[src/rtl/hps_reg_master_if.sv]
// HPS command/response channel and register-bus signals of the register master.
// The master modport is the block's view; slave is the HPS plus register-block side.
interface hps_reg_master_if;
  logic        cmd_valid;
  logic        cmd_ready;
  logic        cmd_write;
  logic [3:0]  cmd_addr;
  logic [2:0]  cmd_len;
  logic [31:0] cmd_wdata;
  logic        rsp_valid;
  logic        rsp_ready;
  logic [31:0] rsp_rdata;
  logic        rsp_err;
  logic [15:0] bus_addr;
  logic [7:0]  bus_dout;
  logic [7:0]  bus_din;
  logic        bus_we;
  logic        bus_en;
  logic        cpu_busy;
  logic        bus_lock;

  modport master (
    input  cmd_valid, cmd_write, cmd_addr, cmd_len, cmd_wdata, rsp_ready, bus_din, cpu_busy,
    output cmd_ready, rsp_valid, rsp_rdata, rsp_err, bus_addr, bus_dout, bus_we, bus_en, bus_lock
  );

  modport slave (
    output cmd_valid, cmd_write, cmd_addr, cmd_len, cmd_wdata, rsp_ready, bus_din, cpu_busy,
    input  cmd_ready, rsp_valid, rsp_rdata, rsp_err, bus_addr, bus_dout, bus_we, bus_en, bus_lock
  );
endinterface

[src/rtl/hps_reg_master.sv]
// Byte-wide register-bus master serving 1..4 byte HPS read/write commands,
// arbitrating with the C64-side CPU and holding the bus for the whole burst.
module hps_reg_master #(
  parameter logic [15:0] BASE_ADDR   = 16'hD070,
  parameter logic [7:0]  GNT_TIMEOUT = 8'd255
) (
  input logic              clk,
  input logic              rst_n,
  hps_reg_master_if.master hps
);

  localparam int unsigned OFF_W  = 4;
  localparam int unsigned LEN_W  = 3;
  localparam int unsigned DATA_W = 32;
  localparam int unsigned BUS_AW = 16;
  localparam int unsigned BYTE_W = 8;
  localparam int unsigned CNT_W  = 8;

  typedef enum logic [1:0] {
    IDLE,
    WAIT_GNT,
    ACCESS,
    RESP
  } state_e;

  state_e              state_q, state_d;
  logic                write_q, write_d;
  logic [OFF_W-1:0]    addr_q, addr_d;
  logic [LEN_W-1:0]    len_q, len_d;
  logic [DATA_W-1:0]   wdata_q, wdata_d;
  logic [1:0]          idx_q, idx_d;
  logic [CNT_W-1:0]    cnt_q, cnt_d;
  logic                rsp_valid_q, rsp_valid_d;
  logic                rsp_err_q, rsp_err_d;
  logic [DATA_W-1:0]   rdata_q, rdata_d;
  logic [BUS_AW-1:0]   bus_addr_q, bus_addr_d;
  logic [BYTE_W-1:0]   bus_dout_q, bus_dout_d;
  logic                bus_we_q, bus_we_d;
  logic                bus_en_q, bus_en_d;
  logic                bus_lock_q, bus_lock_d;

  logic                cmd_legal;
  logic [OFF_W:0]      end_off;
  logic [CNT_W:0]      cnt_inc;
  logic [1:0]          idx_nx;
  logic                last_byte;

  // Command legality: 1..4 bytes that stay inside the 16-register window.
  always_comb begin
    end_off   = 5'(hps.cmd_addr) + 5'(hps.cmd_len);
    cmd_legal = (hps.cmd_len != 3'd0) && (hps.cmd_len <= 3'd4) && (end_off <= 5'd16);
  end

  always_comb begin
    state_d     = state_q;
    write_d     = write_q;
    addr_d      = addr_q;
    len_d       = len_q;
    wdata_d     = wdata_q;
    idx_d       = idx_q;
    cnt_d       = cnt_q;
    rsp_valid_d = rsp_valid_q;
    rsp_err_d   = rsp_err_q;
    rdata_d     = rdata_q;
    bus_addr_d  = bus_addr_q;
    bus_dout_d  = 8'd0;
    bus_we_d    = 1'b0;
    bus_en_d    = 1'b0;
    bus_lock_d  = 1'b0;
    cnt_inc     = 9'({1'b0, cnt_q}) + 9'd1;
    idx_nx      = idx_q + 2'd1;
    last_byte   = (3'({1'b0, idx_q}) == (len_q - 3'd1));

    unique case (state_q)
      IDLE: begin
        if (hps.cmd_valid) begin
          write_d = hps.cmd_write;
          addr_d  = hps.cmd_addr;
          len_d   = hps.cmd_len;
          wdata_d = hps.cmd_wdata;
          idx_d   = 2'd0;
          cnt_d   = 8'd0;
          rdata_d = 32'd0;
          if (cmd_legal) begin
            rsp_err_d = 1'b0;
            state_d   = WAIT_GNT;
          end else begin
            rsp_err_d   = 1'b1;
            rsp_valid_d = 1'b1;
            state_d     = RESP;
          end
        end
      end

      WAIT_GNT: begin
        if (!hps.cpu_busy) begin
          bus_en_d   = 1'b1;
          bus_lock_d = 1'b1;
          bus_we_d   = write_q;
          bus_addr_d = BASE_ADDR + 16'(addr_q);
          bus_dout_d = write_q ? wdata_q[7:0] : 8'd0;
          idx_d      = 2'd0;
          state_d    = ACCESS;
        end else begin
          cnt_d = cnt_inc[CNT_W-1:0];
          if (cnt_inc >= 9'({1'b0, GNT_TIMEOUT})) begin
            rsp_err_d   = 1'b1;
            rsp_valid_d = 1'b1;
            state_d     = RESP;
          end
        end
      end

      // cpu_busy is deliberately ignored here so a multi-byte burst stays atomic.
      ACCESS: begin
        if (!write_q) begin
          rdata_d[{idx_q, 3'b000} +: BYTE_W] = hps.bus_din;
        end
        if (last_byte) begin
          rsp_err_d   = 1'b0;
          rsp_valid_d = 1'b1;
          state_d     = RESP;
        end else begin
          idx_d      = idx_nx;
          bus_en_d   = 1'b1;
          bus_lock_d = 1'b1;
          bus_we_d   = write_q;
          bus_addr_d = BASE_ADDR + 16'(addr_q) + 16'(idx_nx);
          bus_dout_d = write_q ? wdata_q[{idx_nx, 3'b000} +: BYTE_W] : 8'd0;
        end
      end

      RESP: begin
        if (hps.rsp_ready) begin
          rsp_valid_d = 1'b0;
          state_d     = IDLE;
        end
      end

      default: state_d = IDLE;
    endcase
  end

  always_ff @(posedge clk) begin
    if (!rst_n) begin
      state_q     <= IDLE;
      write_q     <= 1'b0;
      addr_q      <= '0;
      len_q       <= '0;
      wdata_q     <= '0;
      idx_q       <= '0;
      cnt_q       <= '0;
      rsp_valid_q <= 1'b0;
      rsp_err_q   <= 1'b0;
      rdata_q     <= '0;
      bus_addr_q  <= BASE_ADDR;
      bus_dout_q  <= '0;
      bus_we_q    <= 1'b0;
      bus_en_q    <= 1'b0;
      bus_lock_q  <= 1'b0;
    end else begin
      state_q     <= state_d;
      write_q     <= write_d;
      addr_q      <= addr_d;
      len_q       <= len_d;
      wdata_q     <= wdata_d;
      idx_q       <= idx_d;
      cnt_q       <= cnt_d;
      rsp_valid_q <= rsp_valid_d;
      rsp_err_q   <= rsp_err_d;
      rdata_q     <= rdata_d;
      bus_addr_q  <= bus_addr_d;
      bus_dout_q  <= bus_dout_d;
      bus_we_q    <= bus_we_d;
      bus_en_q    <= bus_en_d;
      bus_lock_q  <= bus_lock_d;
    end
  end

  assign hps.cmd_ready = (state_q == IDLE);
  assign hps.rsp_valid = rsp_valid_q;
  assign hps.rsp_err   = rsp_err_q;
  assign hps.rsp_rdata = rdata_q;
  assign hps.bus_addr  = bus_addr_q;
  assign hps.bus_dout  = bus_dout_q;
  assign hps.bus_we    = bus_we_q;
  assign hps.bus_en    = bus_en_q;
  assign hps.bus_lock  = bus_lock_q;

endmodule

[src/flat_wrapper.sv]
// flat-port wrapper written by rule: the top's interface ports become plain ports
module hps_reg_master_flat 
#(
  parameter logic [15:0] BASE_ADDR   = 16'hD070,
  parameter logic [7:0]  GNT_TIMEOUT = 8'd255
)
  (clk, rst_n, hps_cmd_valid, hps_cmd_write, hps_cmd_addr, hps_cmd_len, hps_cmd_wdata, hps_rsp_ready, hps_bus_din, hps_cpu_busy, hps_cmd_ready, hps_rsp_valid, hps_rsp_rdata, hps_rsp_err, hps_bus_addr, hps_bus_dout, hps_bus_we, hps_bus_en, hps_bus_lock);
  hps_reg_master_if hps_i ();
  input logic clk;
  input logic rst_n;
  input wire logic [$bits(hps_i.cmd_valid)-1:0] hps_cmd_valid;
  input wire logic [$bits(hps_i.cmd_write)-1:0] hps_cmd_write;
  input wire logic [$bits(hps_i.cmd_addr)-1:0] hps_cmd_addr;
  input wire logic [$bits(hps_i.cmd_len)-1:0] hps_cmd_len;
  input wire logic [$bits(hps_i.cmd_wdata)-1:0] hps_cmd_wdata;
  input wire logic [$bits(hps_i.rsp_ready)-1:0] hps_rsp_ready;
  input wire logic [$bits(hps_i.bus_din)-1:0] hps_bus_din;
  input wire logic [$bits(hps_i.cpu_busy)-1:0] hps_cpu_busy;
  output wire logic [$bits(hps_i.cmd_ready)-1:0] hps_cmd_ready;
  output wire logic [$bits(hps_i.rsp_valid)-1:0] hps_rsp_valid;
  output wire logic [$bits(hps_i.rsp_rdata)-1:0] hps_rsp_rdata;
  output wire logic [$bits(hps_i.rsp_err)-1:0] hps_rsp_err;
  output wire logic [$bits(hps_i.bus_addr)-1:0] hps_bus_addr;
  output wire logic [$bits(hps_i.bus_dout)-1:0] hps_bus_dout;
  output wire logic [$bits(hps_i.bus_we)-1:0] hps_bus_we;
  output wire logic [$bits(hps_i.bus_en)-1:0] hps_bus_en;
  output wire logic [$bits(hps_i.bus_lock)-1:0] hps_bus_lock;
  assign hps_i.cmd_valid = hps_cmd_valid;
  assign hps_i.cmd_write = hps_cmd_write;
  assign hps_i.cmd_addr = hps_cmd_addr;
  assign hps_i.cmd_len = hps_cmd_len;
  assign hps_i.cmd_wdata = hps_cmd_wdata;
  assign hps_i.rsp_ready = hps_rsp_ready;
  assign hps_i.bus_din = hps_bus_din;
  assign hps_i.cpu_busy = hps_cpu_busy;
  assign hps_cmd_ready = hps_i.cmd_ready;
  assign hps_rsp_valid = hps_i.rsp_valid;
  assign hps_rsp_rdata = hps_i.rsp_rdata;
  assign hps_rsp_err = hps_i.rsp_err;
  assign hps_bus_addr = hps_i.bus_addr;
  assign hps_bus_dout = hps_i.bus_dout;
  assign hps_bus_we = hps_i.bus_we;
  assign hps_bus_en = hps_i.bus_en;
  assign hps_bus_lock = hps_i.bus_lock;
  hps_reg_master #(.BASE_ADDR(BASE_ADDR), .GNT_TIMEOUT(GNT_TIMEOUT)) u_core (.clk(clk), .rst_n(rst_n), .hps(hps_i));
endmodule
[config.mk]
export PLATFORM = sky130hd
export DESIGN_NAME = hps_reg_master_flat
export DESIGN_NICKNAME = d
export VERILOG_FILES = /design/src/rtl/hps_reg_master_if.sv /design/src/rtl/hps_reg_master.sv /design/src/flat_wrapper.sv
export SDC_FILE = /design/constraint.sdc
export NUM_CORES = 1
export LEC_CHECK = 0
export CAP_MARGIN = 20
export CELL_PAD_IN_SITES_DETAIL_PLACEMENT = 2
export CELL_PAD_IN_SITES_GLOBAL_PLACEMENT = 2
export CORE_MARGIN = 10
export CORE_UTILIZATION = 31
export CTS_CLUSTER_SIZE = 16
export DETAILED_ROUTE_END_ITERATION = 12
export PLACE_DENSITY = 0.89
export SLEW_MARGIN = 20
export SYNTH_ARGS = -nofsm -noshare
export SYNTH_HDL_FRONTEND = slang
export SYNTH_SLANG_ARGS = --single-unit
[constraint.sdc]
create_clock -name clk -period 7.8 [get_ports clk]
set_input_delay 1.56 -clock clk [delete_from_list [all_inputs] [get_ports clk]]
set_output_delay 1.56 -clock clk [all_outputs]
set_load 0.02 [all_outputs]
==> results.rst <==
.. list-table::
   :header-rows: 1

   * - Metric
     - Value
   * - Net load switching power
     - 0.628 mW
   * - Type of the most critical hold path
     - reg -> reg
   * - RSZ-0062 raised after global routing
     - false
   * - Leakage power of the design
     - 2.26 nW
   * - Utilization after layout
     - a little over two fifths
   * - Non-filler instance count after layout
     - around 830
   * - Cell internal pwr
     - 1.02 mW
   * - Clk Latency, worst-skew pair
     - 0.35 ns
   * - Number of unique standard cell types used by synthesis
     - 50
   * - Vertical extent of the die
     - around 140 um
   * - Clock tree from TritonCTS
     - done
   * - Clock Sinks
     - 103
   * - Maximum net fanout on the critical path
     - 4
   * - Post-CTS Hold Fix Bufs
     - 0
   * - Worst Tran Pin Value
     - 0.953 ns
   * - Sum of net half-perimeters after detailed placement
     - between 10 and 15 mm
   * - Post-detailed-route DRC marker count
     - 0
   * - Number of synthesized register bits
     - ~100
   * - Sequential share of power
     - approximately two fifths
   * - Dominant cells by area after synthesis
     - sky130_fd_sc_hd__dfxtp_1 (44%), sky130_fd_sc_hd__nand2_1 (9.2%), sky130_fd_sc_hd__a21oi_1 (6.4%)
   * - Full die area
     - 20400 sq um
   * - Max-slew headroom
     - 36.5%
   * - Peak supply drop
     - between 0.1 and 0.15 mV
   * - Root buffer selected by CTS
     - sky130_fd_sc_hd__clkbuf_16
   * - Post-synthesis area per instance
     - 8.42 sq um
   * - Register area share after synthesis
     - roughly 44%
   * - Post-place instance area
     - between 5000 and 6000 sq um
   * - Most Crowded Layer GR
     - met2
   * - Maximum root-to-sink buffer count
     - 2
   * - CP required
     - between 8 and 9 ns
   * - Post-route minimum period
     - between 4 and 5 ns
   * - Met2 Track Usage GR
     - 30.4%
   * - Number of hold violations in the final report
     - 0
   * - Post-CTS Repair Setup Buffers
     - 0
   * - Clock network power share
     - roughly a quarter
   * - Count of nets left with antenna violations after detail routing
     - 0
   * - Met3 Resource Use GR
     - 3.08%
   * - Critical Path End Type
     - flip-flop
   * - Clock skew
     - roughly 0.0057 ns
   * - Global Route met1 Usage
     - around a fifth
   * - Dominant cell by count in the synthesized netlist
     - sky130_fd_sc_hd__nand2_1
   * - Global-route wire length before repair
     - 27.0 mm
   * - Io pins
     - about 120
   * - Startpoint of the tightest hold check path
     - u_core.hps.rsp_rdata[4]
   * - Switching share of total power
     - roughly two fifths
   * - Startpoint-to-endpoint class of the critical path
     - in -> reg
   * - Final layout net count
     - between 700 and 800
   * - Number of levels the H-tree was split into
     - 3
   * - Commonest cells post-synth
     - sky130_fd_sc_hd__nand2_1 (114), sky130_fd_sc_hd__dfxtp_1 (103), sky130_fd_sc_hd__a21oi_1 (60), sky130_fd_sc_hd__nor2_1 (55), sky130_fd_sc_hd__a22oi_1 (32)
   * - Count of flip-flops with a built-in enable after synthesis
     - 0
   * - Sum of overflow across all layers after global routing
     - 0
   * - Share of the synthesized area in the top cell type
     - 44.1%
   * - Arrival time worst endpoint
     - about 4.4 ns
   * - Core outline area
     - around 15000 sq um
   * - Register clock-pin slew on the reported worst setup and hold paths
     - 0.07 ns
   * - FFs w/ async S/R, synth
     - 0%
   * - Number of violations of the max-capacitance limit
     - 0
   * - CTS-repair resized insts
     - 0
   * - Slowest cell delay on critical path
     - around 0.53 ns
   * - Critical path's slowest cell
     - sky130_fd_sc_hd__clkdlybuf4s50_1
   * - Layout Cell Area excl Fill
     - ~6100 sq um
   * - Fill count
     - ~1.6k
   * - Layout cell share with drive strength beyond 1
     - about 5.4%
   * - All-layer global routing usage
     - approximately 17%
   * - Post-synthesis to final-layout area growth
     - 30.9%
   * - Number of buffers created by CTS
     - 9
   * - Total number of vias
     - 4337
   * - Cell family with the largest share of critical-path delay
     - compound AO/OA/AOI/OAI gates
   * - Category of the worst setup path launch point
     - primary input
   * - Via count of the first global-routing pass
     - around 4.8k
   * - Number of antenna repair diodes
     - 0
   * - Endpoints failing setup
     - 0
   * - Yosys top cell by area
     - sky130_fd_sc_hd__dfxtp_1
   * - Drt initial violations
     - 251
   * - Main synth FF type
     - sky130_fd_sc_hd__dfxtp_1
   * - Maximum number of pins on one net before global-route repair
     - 88
   * - Number of slew-limit violations in the final report
     - 0
   * - Syn Std Cell Area
     - approximately 4700 sq um
   * - Number of antenna violations at the first check in global routing
     - 0
   * - Upper clock frequency limit
     - roughly 0.24 GHz
   * - Combinational Power Share
     - around a third
   * - Critical register-to-register path startpoint
     - u_core.idx_q[0]
   * - Ordered list of cells on the worst path
     - clkdlybuf4s50_1 -> ha_1 -> inv_1 -> fa_1 -> a2111oi_0 -> o21ai_0 -> o311a_1 -> o211a_1 -> or4_1 -> a21oi_1
   * - Buffers added on ports
     - approximately 110
   * - Vias per Instance
     - approximately 5.2
   * - Run status
     - finished clean
   * - FP Rows
     - 44
   * - Initial core utilization
     - 31.9%
   * - Final clock period utilization by the worst path
     - between 50 and 60%
   * - GPL Wtd Cong
     - 0.854
   * - WL/cell
     - roughly 21 um
   * - Post-detailed-routing wire length
     - between 15 and 20 mm
   * - Post-Route Setup TNS
     - 0 ns
   * - Total power density per cell area
     - ~270 nW/um^2
   * - Number of cells in the design after placement
     - roughly 800
   * - Yosys Warn Count
     - 0
   * - Post-synthesis instance total
     - 555
   * - Post-route total power
     - between 1.5 and 2 mW
   * - Die width
     - 143 um
   * - Number of buffer and inverter instances along the worst setup path
     - 2
   * - First-pass iteration count of the detailed router
     - 4
   * - Critical path origin
     - hps_cmd_len[0]
## layout by cell type (no fill, tap or decap), drive strengths merged, types with 7 or more instances in the layout
cell             n
nand3           14
mux2i            9
o21ai           16
clkbuf          12
conb             8
dfxtp          103
clkdlybuf4s50  106
a22oi           32
a21oi           60
inv             23
mux4             8
and2             7
ha              18
nor2            55
nand2          114
## final timing paths
path | end | slack, ns | depth (start not counted)
max | u_core.state_q[1] | 3.68 | 10
min | u_core.hps.rsp_rdata[4] | 0.46 | 2
max reg2reg | u_core.hps.bus_addr[3] | 4.19 | 9
min reg2reg | u_core.hps.rsp_rdata[4] | 0.46 | 2
## kinds of logic (layout without fill, tap and decap cells)
family	count (synthesis)	in the layout	synth area share, %
adder cells (fa/ha/maj)	20	20	5.67
buffers and inverters	60	147	5.62
flip-flops	103	103	44.1
other	2	8	0.161
AND/OR/NAND/NOR	214	214	19.6
multiplexers	20	20	6.50
XOR/XNOR	5	5	0.937
AO/OA/AOI/OAI	131	131	17.4
## sequential cells by signal, summed over array words and instances, names as in the netlist
name                  flops
u_core.hps.rsp_rdata     32
u_core.wdata_q           32
u_core.cnt_q              8
u_core.hps.bus_dout       8
u_core.hps.bus_addr       7
u_core.addr_q             4
u_core.len_q              3
u_core.idx_q              2
u_core.state_q            2
u_core.hps.bus_en         1
u_core.hps.bus_we         1
u_core.hps.rsp_err        1
u_core.hps.rsp_valid      1
u_core.write_q            1
## power groups by stage
stage,logic [mW],clock network (mW),registers [mW]
2_1_floorplan,0.373,0,0.636
3_3_place_gp,0.545,0,0.634
3_5_place_dp,0.578,0,0.640
4_1_cts,0.585,0.448,0.629
5_1_grt,0.645,0.468,0.636
6_report,0.580,0.439,0.629
## final cells by class
cell class,instances,area [sq um],share of cell area (%)
Multi-Input combinational cell,398,2370,38.8
Clock inverter,3,17.5,0.286
Sequential cell,103,2060,33.7
Clock buffer,12,267,4.35
Tap cell,184,230,3.76
Inverter,23,86.3,1.41
Timing Repair Buffer,109,1080,17.7
## worst register-to-register path, cell delays in order, from the launching register on
cell and delay [ns]:
sky130_fd_sc_hd__dfxtp_1 0.84, sky130_fd_sc_hd__inv_1 0.29, sky130_fd_sc_hd__ha_1 0.95, sky130_fd_sc_hd__ha_1 0.39, sky130_fd_sc_hd__a21oi_1 0.15, sky130_fd_sc_hd__nor2b_1 0.09
sky130_fd_sc_hd__ha_1 0.29, sky130_fd_sc_hd__mux2_2 0.26, sky130_fd_sc_hd__mux2i_1 0.16, sky130_fd_sc_hd__nor2_1 0.06
## routing by layer
layer	up-vias	wire length [um]	part of all wire, %
met3	20	581	3.4
met4	0	307	1.8
met5	-	0	0
met1	2180	7320	43
met2	72	8960	52
li1	2065	-	-
## per-stage QoR
stage,hold slack (ns),setup slack [ns]
2_1_floorplan,0.433,4.19
3_3_place_gp,0.443,3.56
3_5_place_dp,0.452,3.33
4_1_cts,0.462,3.70
5_1_grt,0.484,3.41
6_report,0.461,3.68
Note: power is estimated with default switching activity, not from simulation.
==> RTL edit, RTL diff (config.mk and constraints unchanged) <==
Make the reset (`rst_n`) asynchronous in one clocked block.
--- a/src/rtl/hps_reg_master.sv
+++ b/src/rtl/hps_reg_master.sv
@@ -142,5 +142,5 @@
   end
 
-  always_ff @(posedge clk) begin
+  always_ff @(posedge clk or negedge rst_n) begin
     if (!rst_n) begin
       state_q     <= IDLE;
Function: differs if rst_n is asserted again (counterexample within 4 cycles, from zero or initial values and one cycle with rst_n low); with rst_n held inactive, the same outputs for 10 cycles.
==> RTL edit against the unedited design <==
  * Sequential share of layout area grew 5.1 points
  * Sequential cell count is the same
  * Total power grew 46%
  * Setup slack gained 0.18 ns
  * Non-clock buffer count shrank 1
  * First-iteration DRC count shrank 37%
  * Area after synthesis grew 12%
  * Final area grew 8.6%
  * Routed wire length shrank 1.2%
  * Critical path depth is the same
  * Largest power group is now combinational logic
==> RTL edit: results (changes against the unedited design) <==
Run status
  – Status: completed

Power and ir drop
  – Leak Pwr: 2.79 nW (+23%)
  – Flop pwr share: 35.9% (-2.3 points)
  – Seq pwr: 867 uW (+38%)
  – Power Clock: 434 uW (-1%)
  – Peak VDD IR: 0.121 mV (+2.1%)

Synth
  – Dominant cell type by area after synthesis: dfrtp_1
  – XOR/XNOR share of the synthesized area: 0.837% (-0.10 points)
  – Most common library cells after synthesis: dfrtp_1, nand2_1, mux2_2
  – Synth Area in Compound Gates: 14.3% (-3.1 points)
  – Top post-synthesis cells by area: dfrtp_1, mux2_2, ha_1, a22o_1, mux4_2
  – Netlist cell types: 57 (+14%)
  – Post-synthesis sequential area ratio: 49.3% (+5.2 points)
  – Synth async-reset ratio: 100% (+100 points)
  – Mux cell area share after synthesis: 13.8% (+7.3 points)

Detailed routing
  – Vias: 3,981 (-8.2%)
  – Post-DR wirelength/cell: 21.9 um (+5.9%)
  – Starting DRT DRC Count: 158 (-37%)

Hold path
  – HP Start: u_core.hps.rsp_rdata[1]
  – Hold endpoint: u_core.hps.rsp_rdata[1]
  – Worst Hold Depth: 2 (unchanged)

Critical path
  – Critical Path Fanout Max: 3 (-1)
  – Reg2reg start: u_core.idx_q[0]
  – Worst endpoint data arrival time: 4.20 ns (-0.20 ns)
  – R2R Path End: u_core.hps.bus_addr[7]
  – Cell family with most CP delay: compound AO/OA/AOI/OAI gates

Clock network
  – CTS resizes: 0 (unchanged)
  – Post-CTS setup buffer count: 0 (unchanged)
  – H-tree depth: 3 (unchanged)

Final layout
  – Share of cells above drive strength 1: 13.5% (+8.1 points)
  – Layout net count: 624 (-13%)

STA
  – Slew @ Worst Pin: 1.02 ns (+0.0675 ns)
  – Clk_skew: 0.0121 ns (+0.00636 ns)

Placement
  – Placer Congestion: 0.844 (-1.1%)
  – Post-DP HPWL: 12,700 um (+1.1%)

GRT
  – Pin count of the biggest net entering global routing: 57 (-35%)
  – First-pass GRT wire length: 26,800 um (-0.87%)
  – Gr usage total: 15.2% (-1.6 points)
  – Vias in the first global route: 4,592 (-4.8%)
==> RTL edit: logic make-up after synthesis <==
kind of cell | Yosys count
fa+ha+maj | 20
compound gates | 108
xor+xnor | 5
buf+inv | 51
flops | 103
mux | 57
simple gates | 113
other cells | 2
==> RTL edit: metal layers <==
layer / global-route usage (%) / wire length (um) / up-vias
met1: 18.1 / 7110 / 2068
met2: 27.3 / 9000 / 87
met4: 4.47 / 246 / 0
met3: 2.57 / 609 / 18
li1: - / - / 1808
met5: 0 / 0 / -
==> RTL edit: per-stage QoR <==
stage	setup slack, ns	utilization (%)	area, sq um	instances
after floorplan	4.33	-	5260	465
after global placement	3.63	38.4	6370	760
after detailed placement	3.48	38.4	6370	760
after CTS	3.85	40.1	6650	776
after global routing	3.63	40.1	6650	776
final	3.86	40.1	6650	776
==> RTL edit: area by class of cell <==
| class | count | area [sq um] | share of cell area (%) |
|---|---|---|---|
| Clock inverter | 6 | 43.8 | 0.659 |
| Tap cell | 220 | 275 | 4.14 |
| Timing Repair Buffer | 108 | 1070 | 16.1 |
| Multi-Input combinational cell | 311 | 2380 | 35.8 |
| Inverter | 18 | 67.6 | 1.02 |
| Sequential cell | 103 | 2580 | 38.8 |
| Clock buffer | 10 | 229 | 3.44 |
==> RTL edit: how the worst max path moves through the flow <==
stage                   startpoint              endpoint  slack (ns)  depth (start not counted)
floorplan           hps_cmd_len[0]  u_core.hps.rsp_valid        4.33                          9
global placement    hps_cmd_len[0]  u_core.hps.rsp_valid        3.63                         10
detailed placement  hps_cmd_len[0]  u_core.hps.rsp_valid        3.48                         10
CTS                 hps_cmd_len[0]  u_core.hps.rsp_valid        3.85                         10
global route        hps_cmd_len[0]  u_core.hps.rsp_valid        3.63                         10
finish              hps_cmd_len[0]  u_core.hps.rsp_valid        3.86                         10
